--- src/rtl/alu_seq_if.sv ---
// Operand/result bundle between the datapath controller (master) and the
// sequential ALU (slave).
interface alu_seq_if #(
  parameter int WIDTH = 8
);
  logic             start;
  logic [2:0]       ALUop;
  logic [WIDTH-1:0] A;
  logic [WIDTH-1:0] B;
  logic             busy;
  logic             done;
  logic [WIDTH-1:0] ALUout;
  logic [WIDTH-1:0] HI;
  logic             N;
  logic             Z;
  logic             C;
  logic             V;

  modport master (
    output start, ALUop, A, B,
    input  busy, done, ALUout, HI, N, Z, C, V
  );

  modport slave (
    input  start, ALUop, A, B,
    output busy, done, ALUout, HI, N, Z, C, V
  );
endinterface

--- src/rtl/alu_seq.sv ---
// Sequential ALU: single-cycle logic/arith ops, iterative unsigned MUL
// (shift-add, LSB first) and DIV (restoring, MSB first), start/busy/done.
module alu_seq #(
  parameter int WIDTH = 8,
  parameter int SHW   = $clog2(WIDTH)
) (
  input logic      CLOCK_50,
  input logic      RESET,
  alu_seq_if.slave bus
);

  typedef enum logic [1:0] {IDLE, EXEC, ITER, DONE} state_t;
  typedef enum logic [2:0] {
    OP_ADD, OP_SUB, OP_OR, OP_NAND, OP_SHL, OP_SHR, OP_MUL, OP_DIV
  } op_t;

  localparam logic [WIDTH-1:0] WIDTH_V = WIDTH'(WIDTH);
  localparam int               MSB     = WIDTH - 1;

  state_t           state, state_n;
  op_t              op_q;
  logic [WIDTH-1:0] a_q, b_q;
  logic [WIDTH-1:0] p_hi, p_lo;
  logic [SHW-1:0]   cnt;
  logic [WIDTH-1:0] res_q, hi_q;
  logic             n_q, z_q, c_q, v_q;

  logic accept, iter_in, load;
  assign accept  = bus.start && (state == IDLE || state == DONE);
  assign iter_in = bus.ALUop[2] & bus.ALUop[1];
  assign load    = (state == EXEC) || (state == ITER && cnt == '0);

  // ---------------- FSM: state register ----------------
  // NOTE: clocked state is always assigned with <= so every flop samples
  // pre-edge values; blocking here would create order-dependent races.
  always_ff @(posedge CLOCK_50 or posedge RESET) begin
    if (RESET) state <= IDLE;
    else       state <= state_n;
  end

  // ---------------- FSM: next state ----------------
  // NOTE: every always_comb output gets a default first, so no path can
  // leave it unassigned and infer a latch.
  always_comb begin
    state_n = state;
    unique case (state)
      IDLE, DONE: state_n = accept ? (iter_in ? ITER : EXEC) : IDLE;
      EXEC:       state_n = DONE;
      ITER:       if (cnt == '0) state_n = DONE;
    endcase
  end

  // ---------------- FSM: outputs ----------------
  logic busy_s, done_s;
  always_comb begin
    busy_s = 1'b0;
    done_s = 1'b0;
    unique case (state)
      EXEC, ITER: busy_s = 1'b1;
      DONE:       done_s = 1'b1;
      default:    ;
    endcase
  end

  // ---------------- one iteration step ----------------
  logic [WIDTH:0]   mul_sum, div_sh;
  logic             div_ge;
  logic [WIDTH-1:0] step_hi, step_lo;
  always_comb begin
    mul_sum = {1'b0, p_hi} + (p_lo[0] ? {1'b0, a_q} : '0);
    div_sh  = {p_hi, p_lo[MSB]};
    div_ge  = div_sh >= {1'b0, b_q};
    if (op_q == OP_DIV) begin
      // When div_ge the true remainder is below B, so W-bit subtraction is exact.
      step_hi = div_ge ? (div_sh[MSB:0] - b_q) : div_sh[MSB:0];
      step_lo = {p_lo[MSB-1:0], div_ge};
    end else begin
      step_hi = mul_sum[WIDTH:1];
      step_lo = {mul_sum[0], p_lo[MSB:1]};
    end
  end

  // ---------------- result selection ----------------
  logic [WIDTH:0]   sum_x, dif_x;
  logic             shift_big;
  logic [WIDTH-1:0] res_d, hi_d;
  logic             c_d, v_d;
  always_comb begin
    sum_x     = {1'b0, a_q} + {1'b0, b_q};
    dif_x     = {1'b0, a_q} - {1'b0, b_q};
    shift_big = b_q >= WIDTH_V;
    res_d     = '0;
    hi_d      = '0;
    c_d       = 1'b0;
    v_d       = 1'b0;
    unique case (op_q)
      OP_ADD: begin
        res_d = sum_x[MSB:0];
        c_d   = sum_x[WIDTH];
        v_d   = (a_q[MSB] == b_q[MSB]) && (sum_x[MSB] != a_q[MSB]);
      end
      OP_SUB: begin
        res_d = dif_x[MSB:0];
        c_d   = ~dif_x[WIDTH];
        v_d   = (a_q[MSB] != b_q[MSB]) && (dif_x[MSB] != a_q[MSB]);
      end
      OP_OR:   res_d = a_q | b_q;
      OP_NAND: res_d = ~(a_q & b_q);
      OP_SHL:  res_d = shift_big ? '0 : (a_q << b_q);
      OP_SHR:  res_d = shift_big ? '0 : (a_q >> b_q);
      OP_MUL: begin
        res_d = step_lo;
        hi_d  = step_hi;
        c_d   = |step_hi;
        v_d   = |step_hi;
      end
      OP_DIV: begin
        if (b_q == '0) begin
          res_d = '1;
          hi_d  = a_q;
          c_d   = 1'b1;
          v_d   = 1'b1;
        end else begin
          res_d = step_lo;
          hi_d  = step_hi;
        end
      end
    endcase
  end

  // ---------------- datapath registers ----------------
  // NOTE: these are individual registers, not a memory, so all are reset;
  // Z is cleared too rather than recomputed from the zeroed result.
  always_ff @(posedge CLOCK_50 or posedge RESET) begin
    if (RESET) begin
      op_q  <= OP_ADD;
      a_q   <= '0;
      b_q   <= '0;
      p_hi  <= '0;
      p_lo  <= '0;
      cnt   <= '0;
      res_q <= '0;
      hi_q  <= '0;
      n_q   <= 1'b0;
      z_q   <= 1'b0;
      c_q   <= 1'b0;
      v_q   <= 1'b0;
    end else begin
      if (accept) begin
        op_q <= op_t'(bus.ALUop);
        a_q  <= bus.A;
        b_q  <= bus.B;
        cnt  <= SHW'(WIDTH - 1);
        p_hi <= '0;
        p_lo <= (op_t'(bus.ALUop) == OP_DIV) ? bus.A : bus.B;
      end else if (state == ITER) begin
        cnt  <= cnt - 1'b1;
        p_hi <= step_hi;
        p_lo <= step_lo;
      end
      if (load) begin
        res_q <= res_d;
        hi_q  <= hi_d;
        n_q   <= res_d[MSB];
        z_q   <= (res_d == '0);
        c_q   <= c_d;
        v_q   <= v_d;
      end
    end
  end

  assign bus.busy   = busy_s;
  assign bus.done   = done_s;
  assign bus.ALUout = res_q;
  assign bus.HI     = hi_q;
  assign bus.N      = n_q;
  assign bus.Z      = z_q;
  assign bus.C      = c_q;
  assign bus.V      = v_q;

endmodule

--- src/flat_wrapper.sv ---
// flat-port wrapper written by rule: the top's interface ports become plain ports
module alu_seq_flat 
#(
  parameter int WIDTH = 8,
  parameter int SHW   = $clog2(WIDTH)
)
  (CLOCK_50, RESET, bus_start, bus_ALUop, bus_A, bus_B, bus_busy, bus_done, bus_ALUout, bus_HI, bus_N, bus_Z, bus_C, bus_V);
  alu_seq_if #(.WIDTH(WIDTH)) bus_i ();
  input logic CLOCK_50;
  input logic RESET;
  input wire logic [$bits(bus_i.start)-1:0] bus_start;
  input wire logic [$bits(bus_i.ALUop)-1:0] bus_ALUop;
  input wire logic [$bits(bus_i.A)-1:0] bus_A;
  input wire logic [$bits(bus_i.B)-1:0] bus_B;
  output wire logic [$bits(bus_i.busy)-1:0] bus_busy;
  output wire logic [$bits(bus_i.done)-1:0] bus_done;
  output wire logic [$bits(bus_i.ALUout)-1:0] bus_ALUout;
  output wire logic [$bits(bus_i.HI)-1:0] bus_HI;
  output wire logic [$bits(bus_i.N)-1:0] bus_N;
  output wire logic [$bits(bus_i.Z)-1:0] bus_Z;
  output wire logic [$bits(bus_i.C)-1:0] bus_C;
  output wire logic [$bits(bus_i.V)-1:0] bus_V;
  assign bus_i.start = bus_start;
  assign bus_i.ALUop = bus_ALUop;
  assign bus_i.A = bus_A;
  assign bus_i.B = bus_B;
  assign bus_busy = bus_i.busy;
  assign bus_done = bus_i.done;
  assign bus_ALUout = bus_i.ALUout;
  assign bus_HI = bus_i.HI;
  assign bus_N = bus_i.N;
  assign bus_Z = bus_i.Z;
  assign bus_C = bus_i.C;
  assign bus_V = bus_i.V;
  alu_seq #(.WIDTH(WIDTH), .SHW(SHW)) u_core (.CLOCK_50(CLOCK_50), .RESET(RESET), .bus(bus_i));
endmodule
--- config.mk ---
export PLATFORM = sky130hd
export DESIGN_NAME = alu_seq_flat
export DESIGN_NICKNAME = d
export VERILOG_FILES = /design/src/rtl/alu_seq_if.sv /design/src/rtl/alu_seq.sv /design/src/flat_wrapper.sv
export SDC_FILE = /design/constraint.sdc
export NUM_CORES = 1
export LEC_CHECK = 0
export CAP_MARGIN = 20
export CORE_MARGIN = 2
export CORE_UTILIZATION = 60
export CTS_CLUSTER_DIAMETER = 120
export CTS_CLUSTER_SIZE = 40
export DETAILED_ROUTE_END_ITERATION = 8
export PLACE_DENSITY = 0.82
export SLEW_MARGIN = 25
export SYNTH_ARGS = -nofsm -noshare
export SYNTH_HDL_FRONTEND = slang
export SYNTH_SLANG_ARGS = --single-unit
--- constraint.sdc ---
create_clock -name CLOCK_50 -period 4.4 [get_ports CLOCK_50]
set_clock_uncertainty 0.2 [all_clocks]
set_input_delay 0.88 -clock CLOCK_50 [delete_from_list [all_inputs] [get_ports CLOCK_50]]
set_output_delay 0.88 -clock CLOCK_50 [all_outputs]
set_load 0.02 [all_outputs]
==> flow_summary_export.csv, run 1 <==
group,metric,value,unit
logic_synthesis,yosysSeqAreaShare,27.2,%
clock_tree,clock-sinks,59,
clock_tree,htreeDepth,3,
routing,drc,0,
critical_path,regToRegSetupSlack,0.71,ns
min_path,holdCritPathClass,"register to register",
finish,final_util,70.6,%
logic_synthesis,synth.cell_area,5430,sq um
critical_path,start_kind,"register",
finish,antenna_cells,0,
critical_path,crit_chain,"inv_1 -> ha_1 -> nand4_1 -> or2_2 -> o221ai_1 -> buf_4 -> o211a_1 -> nor3_1 -> nor4_1 -> a31oi_1 -> a211o_1",
logic_synthesis,synth-seq-cells,59,
logic_synthesis,dominantRegCellSynth,"dfrtp_1",
pwr,p_leak,2.72,nW
logic_synthesis,synth_edf_count,0,
timing,rsz0062_at_grt,"false",
finish,layout_commonest_cell,"nand2_1",
clock_tree,clockBufferDepth,2,
timing,hold-worst-slack,0.280,ns
finish,final_cell_mix,"nand2_1 (83), dfrtp_1 (59), o21ai_0 (56)",
critical_path,path_class,"register to register",
floorplan,die_area,9820,sq um
logic_synthesis,yosysUniqueCellTypes,61,
global_route,antenna_found_initial,0,
floorplan,io_pins,44,
logic_synthesis,synthCells,662,
clock_tree,cts-resized-gates,0,
finish,syn_to_final_growth,14.0,%
global_route,grt-ovfl-total,0,
floorplan,die_w,99.1,um
logic_synthesis,yosys_warnings,0,
routing,drt_pass1_iterations,5,
critical_path,crit_slowest_cell,"o221ai_1",
global_route,grt_pass1_wl,26700,um
global_route,first_global_vias,5026,
placed_design,placedCellCount,785,
routing,totalWireLength,16400,um
clock_tree,cts_tree,"yes",
outcome,run_status,"complete, no violations",
pwr,ir_worst_vdd,0.000600,V
timing,fmax,271,MHz
min_path,holdPathStages,2,
placed_design,port_buffers,43,
timing,tns,0,ns
logic_synthesis,async_flop_share,100,%
timing,fin_crit_sh,83.9,%
critical_path,rr_endpoint,"u_core.bus.V$_DFFE_PP0P_",
global_route,grt_max_degree,37,
clock_tree,ctsHoldBuffers,0,
critical_path,r2r_cells,11,
floorplan,initial_core_util,62.0,%
timing,slew_headroom,35.8,%
finish,final_cells,801,
placed_design,globalplace.congestion,1.05,
logic_synthesis,avgSynthCellArea,8.20,sq um
clock_tree,cts_buffers,9,
critical_path,arrival,3.74,ns
timing,tightestPinTransition,0.956,ns
timing,finalSetupViolCount,0,
critical_path,cpPeakStageDelay,0.56,ns
clock_tree,post_cts_buffers,0,
timing,fin_crit,3.69,ns
global_route,grt_use_total,34.7,%
finish,nets,759,
timing,hold_viol,0,
timing,drv_slew,0,
routing,routedWlPerCell,20.5,um
logic_synthesis,synth_nets,733,
min_path,hold_path_end,"u_core.bus.HI[1]$_DFFE_PP0P_",
routing,viasPerCell,6.44,
critical_path,end_kind,"register",
routing,first_iter_violations,472,
routing,antenna_left,0,
floorplan,coreArea,8760,sq um
pwr,power_density,906,nW/um^2
placed_design,detailed_place_hpwl,12100,um
clock_tree,path_clk_slew,0.09,ns
critical_path,required,4.45,ns
min_path,hold_path.startpoint,"u_core.bus.HI[1]$_DFFE_PP0P_",
finish,drive_above_1_share,8.51,%
critical_path,path_max_fanout,8,
critical_path,timing.rr.start,"u_core.b_q[3]$_DFFE_PP0P_",
floorplan,num_rows,34,
run,cap_violations,0,
clock_tree,worstSkewPairLatency,0.36,ns
routing,vias,5157,
clock_tree,cts_root_buf,"clkbuf_8",
floorplan,die_y,99.1,um
==> routing by layer <==
metal | vias to the layer above | global-route usage [%] | wire length [um]
li1 | 2429 | - | -
met5 | - | 0 | 0
met3 | 41 | 7.03 | 1380
met4 | 0 | 11.4 | 429
met2 | 263 | 54.3 | 7440
met1 | 2424 | 48.7 | 7140
==> per-stage QoR <==
step                      worst slack [ns]  area [sq um]  power (W)
final                                0.707          6190    0.00560
after global routing                 0.407          6190    0.00602
after CTS                            0.738          6190    0.00552
after detailed placement             0.793          5940    0.00485
after global placement                1.00          5940    0.00480
after floorplan                       1.15          5430    0.00378
==> where the power goes <==
group	switching (W)	total, W	internal [W]
combinational	0.00222	0.00378	0.00157
sequential	0.000413	0.00118	0.000768
clock	0.000260	0.000640	0.000380
total	0.00289	0.00560	0.00271
==> sequential cells by signal, summed over array words and instances, names as in the netlist, 3 cells and up <==
| name | cells |
|---|---|
| u_core.bus.HI | 8 |
| u_core.a_q | 8 |
| u_core.bus.ALUout | 7 |
| u_core.op_q | 3 |
| u_core.b_q | 8 |
| u_core.p_hi | 8 |
| u_core.cnt | 3 |
| u_core.p_lo | 8 |
==> cells in the mapped netlist (8+ instances only) <==
master	count	area share, %
a31oi_1	14	1.6
nor3_1	19	1.8
nand2b_1	10	1.2
nor2_1	39	2.7
ha_1	45	10
a211oi_1	9	1.2
nand2_1	83	5.7
xnor2_1	13	2.1
mux2i_1	34	6.3
a21oi_1	33	3.0
dfrtp_1	59	27
o211ai_1	13	1.8
mux2_2	9	1.9
clkbuf_1	31	2.1
or3_1	8	0.92
a22oi_1	8	1.1
and2_1	13	1.5
o21ai_0	56	5.2
inv_1	44	3.0
nand3_1	16	1.5
==> final cells by class <==
class / count / area (sq um)
flip-flops and latches: 59 / 1480
fillers: 714 / 2570
inverters: 45 / 169
repair buffers: 58 / 543
clock inverters: 7 / 124
multi-input cells: 515 / 3620
clock buffers: 9 / 124
well taps: 108 / 135
==> logic make-up after synthesis <==
| kind of cell | after synthesis | share of synthesized area (%) |
|---|---|---|
| AND/OR/NAND/NOR | 213 | 18.5 |
| AO/OA/AOI/OAI | 187 | 22.4 |
| adder cells (fa/ha/maj) | 49 | 11.8 |
| multiplexers | 50 | 11.0 |
| buffers and inverters | 88 | 6.41 |
| flip-flops | 59 | 27.2 |
| XOR/XNOR | 16 | 2.58 |
==> worst max-delay path by stage <==
stage | startpoint | endpoint | slack [ns] | cells after the start
after global placement | u_core.b_q[3]$_DFFE_PP0P_ | u_core.bus.V$_DFFE_PP0P_ | 1.00 | 11
after CTS | u_core.b_q[3]$_DFFE_PP0P_ | u_core.bus.V$_DFFE_PP0P_ | 0.74 | 11
after detailed placement | u_core.b_q[3]$_DFFE_PP0P_ | u_core.bus.V$_DFFE_PP0P_ | 0.79 | 11
final | u_core.b_q[3]$_DFFE_PP0P_ | u_core.bus.V$_DFFE_PP0P_ | 0.71 | 11
after floorplan | u_core.b_q[2]$_DFFE_PP0P_ | u_core.bus.HI[5]$_DFFE_PP0P_ | 1.15 | 12
after global routing | u_core.b_q[3]$_DFFE_PP0P_ | u_core.bus.V$_DFFE_PP0P_ | 0.41 | 11
==> critical path, delay by kind of cell, from the launching register on <==
kind            cells  cell delay [ns]
compound gates      4             1.25
simple gates        4             0.85
flops               1             0.44
buf+inv             2             0.42
fa+ha+maj           1             0.42
No activity file was read; power rests on OpenSTA's default activity.
==> run 2: changes to the inputs <==
CORE_UTILIZATION = 54   (was 60)
PLACE_DENSITY = 0.78   (was 0.82)
clock period = 3.15 ns   (was 4.4 ns; I/O delays follow)
==> flow_summary_export.csv, run 2 (synthesis gave the netlist of run 1 again) <==
group,metric,value,unit
global_route,grt_pass1_wl,28800,um
finish,fillCellCount,828,
critical_path,crit_chain,"and2_1 -> ha_1 -> inv_1 -> fa_2 -> nand2b_4 -> a211oi_4 -> o21bai_1 -> a31oi_2 -> nand2b_1 -> a21oi_2 -> a31oi_1 -> buf_4 -> a211o_1",
pwr,p_leak,2.94,nW
placed_design,detailed_place_hpwl,13600,um
critical_path,cpPeakStageDelay,0.44,ns
clock_tree,htreeDepth,3,
min_path,holdCritPathClass,"register to register",
pwr,power_density,1290,nW/um^2
floorplan,num_rows,36,
clock_tree,clock-sinks,59,
finish,layout_commonest_cell,"nand2_1",
placed_design,globalplace.congestion,0.950,
critical_path,crit_family,"compound AO/OA/AOI/OAI gates",
critical_path,start_kind,"register",
pwr,power,0.00860,W
floorplan,initial_core_util,55.5,%
clock_tree,clockBufferDepth,2,
critical_path,path_class,"register to register",
floorplan,io_pins,44,
global_route,grt-ovfl-total,0,
timing,slew_headroom,59.0,%
timing,fin_crit_sh,96.9,%
routing,viasPerCell,6.33,
finish,final_cell_mix,"nand2_1 (83), dfrtp_1 (56), buf_4 (55)",
floorplan,die_y,104,um
timing,rsz0062_at_grt,"false",
critical_path,crit_buf_inv,2,
routing,routedWlPerCell,20.8,um
floorplan,coreArea,9770,sq um
routing,totalWireLength,18000,um
timing,hold_viol,0,
timing,fin_crit,3.05,ns
finish,nets,802,
timing,fmax,328,MHz
timing,tns,0,ns
critical_path,path_max_fanout,7,
finish,drive_above_1_share,17.0,%
clock_tree,path_clk_slew,0.08,ns
floorplan,die_area,10900,sq um
clock_tree,ctsHoldBuffers,0,
placed_design,port_buffers,43,
critical_path,arrival,3.11,ns
global_route,grt_use_total,34.0,%
pwr,ir_worst_vdd,0.00102,V
finish,antenna_cells,0,
critical_path,crit_slowest_cell,"dfrtp_2",
clock_tree,worstSkewPairLatency,0.36,ns
critical_path,end_kind,"register",
routing,antenna_left,0,
clock_tree,cts_buffers,9,
finish,multiInputGateArea,3780,sq um
global_route,antenna_found_initial,0,
routing,vias,5492,
clock_tree,cts_tree,"yes",
outcome,run_status,"complete, no violations",
run,cap_violations,0,
timing,tightestPinTransition,0.615,ns
finish,seqCellArea,1480,sq um
critical_path,required,3.20,ns
floorplan,die_w,104,um
timing,drv_slew,0,
routing,first_iter_violations,437,
routing,drt_pass1_iterations,5,
global_route,grt_max_degree,48,
timing,finalSetupViolCount,0,
routing,drc,0,
global_route,first_global_vias,5276,
clock_tree,cts_root_buf,"clkbuf_8",
finish,syn_to_final_growth,23.2,%
run 2: changes by cell type in the layout (fill, tap and decap cells not counted), moves of 3 or more:
cell / delta
buf_4: +40
ha_1: -4
ha_4: +4
inv_1: -4
dfrtp_1: -3
dfrtp_2: +3
inv_2: +3
run 2: power by group:
part           internal [W]  switching, W
Sequential          0.00108      0.000398
Combinational       0.00269       0.00362
Clock              0.000460      0.000346
Total               0.00423       0.00437
run 2: timing repair:
item                       4_1_cts  5_1_grt
buffers inserted                 0       10
pin swaps                        0        9
hold endpoints to repair         0        0
setup endpoints to repair        2        7
resized for setup                3       27
gates cloned                     0        1
run 2: path summary, 6_finish.rpt:
check / from / end / slack [ns] / cells after the start
setup / recovery: u_core.p_lo[0]$_DFFE_PP0P_ / u_core.bus.V$_DFFE_PP0P_ / 0.1 / 13
hold / removal: u_core.bus.HI[2]$_DFFE_PP0P_ / u_core.bus.HI[2]$_DFFE_PP0P_ / 0.29 / 2
setup reg to reg: u_core.p_lo[0]$_DFFE_PP0P_ / u_core.bus.V$_DFFE_PP0P_ / 0.1 / 13
hold reg to reg: u_core.bus.HI[2]$_DFFE_PP0P_ / u_core.bus.HI[2]$_DFFE_PP0P_ / 0.29 / 2
max in group asynchronous: RESET / u_core.p_lo[0]$_DFFE_PP0P_ / 1.63 / 3
min in group asynchronous: RESET / u_core.a_q[2]$_DFFE_PP0P_ / 0.41 / 2
run 2: layout make-up:
type	count	share of cell area, %
inverter	45	2.58
tap	133	2.49
sequential	59	22.1
timing repair buffer	100	13.1
multi-input combinational	516	56.5
clock inverter	5	1.16
clock buffer	10	2.06
run 2: per-stage QoR:
| step | hold WS [ns] | setup slack (ns) | cells | instance area, sq um | util (%) |
|---|---|---|---|---|---|
| finish | 0.287 | 0.0970 | 868 | 6690 | 68.4 |
| global route | 0.323 | 0.00118 | 868 | 6690 | 68.4 |
| CTS | 0.293 | 0.0339 | 857 | 6440 | 65.9 |
| detailed placement | 0.279 | -0.0872 | 842 | 6220 | 63.6 |
| global placement | 0.266 | -0.0315 | 842 | 6220 | 63.6 |
| floorplan | 0.283 | 0.0385 | 662 | 5440 | - |
run 2: routing by layer:
layer  wire, um  GRT usage, %
met5          0             0
met4        507          10.9
met3       1650          6.02
met2       8240          53.1
met1       7640          47.9
run 2: worst register-to-register path, stage by stage, from the launching register on:
cell and delay, ns:
dfrtp_2 0.44, and2_1 0.15, ha_1 0.18, inv_1 0.07, fa_2 0.34, nand2b_4 0.17
a211oi_4 0.27, o21bai_1 0.12, a31oi_2 0.22, nand2b_1 0.10, a21oi_2 0.17, a31oi_1 0.10
buf_4 0.16, a211o_1 0.26
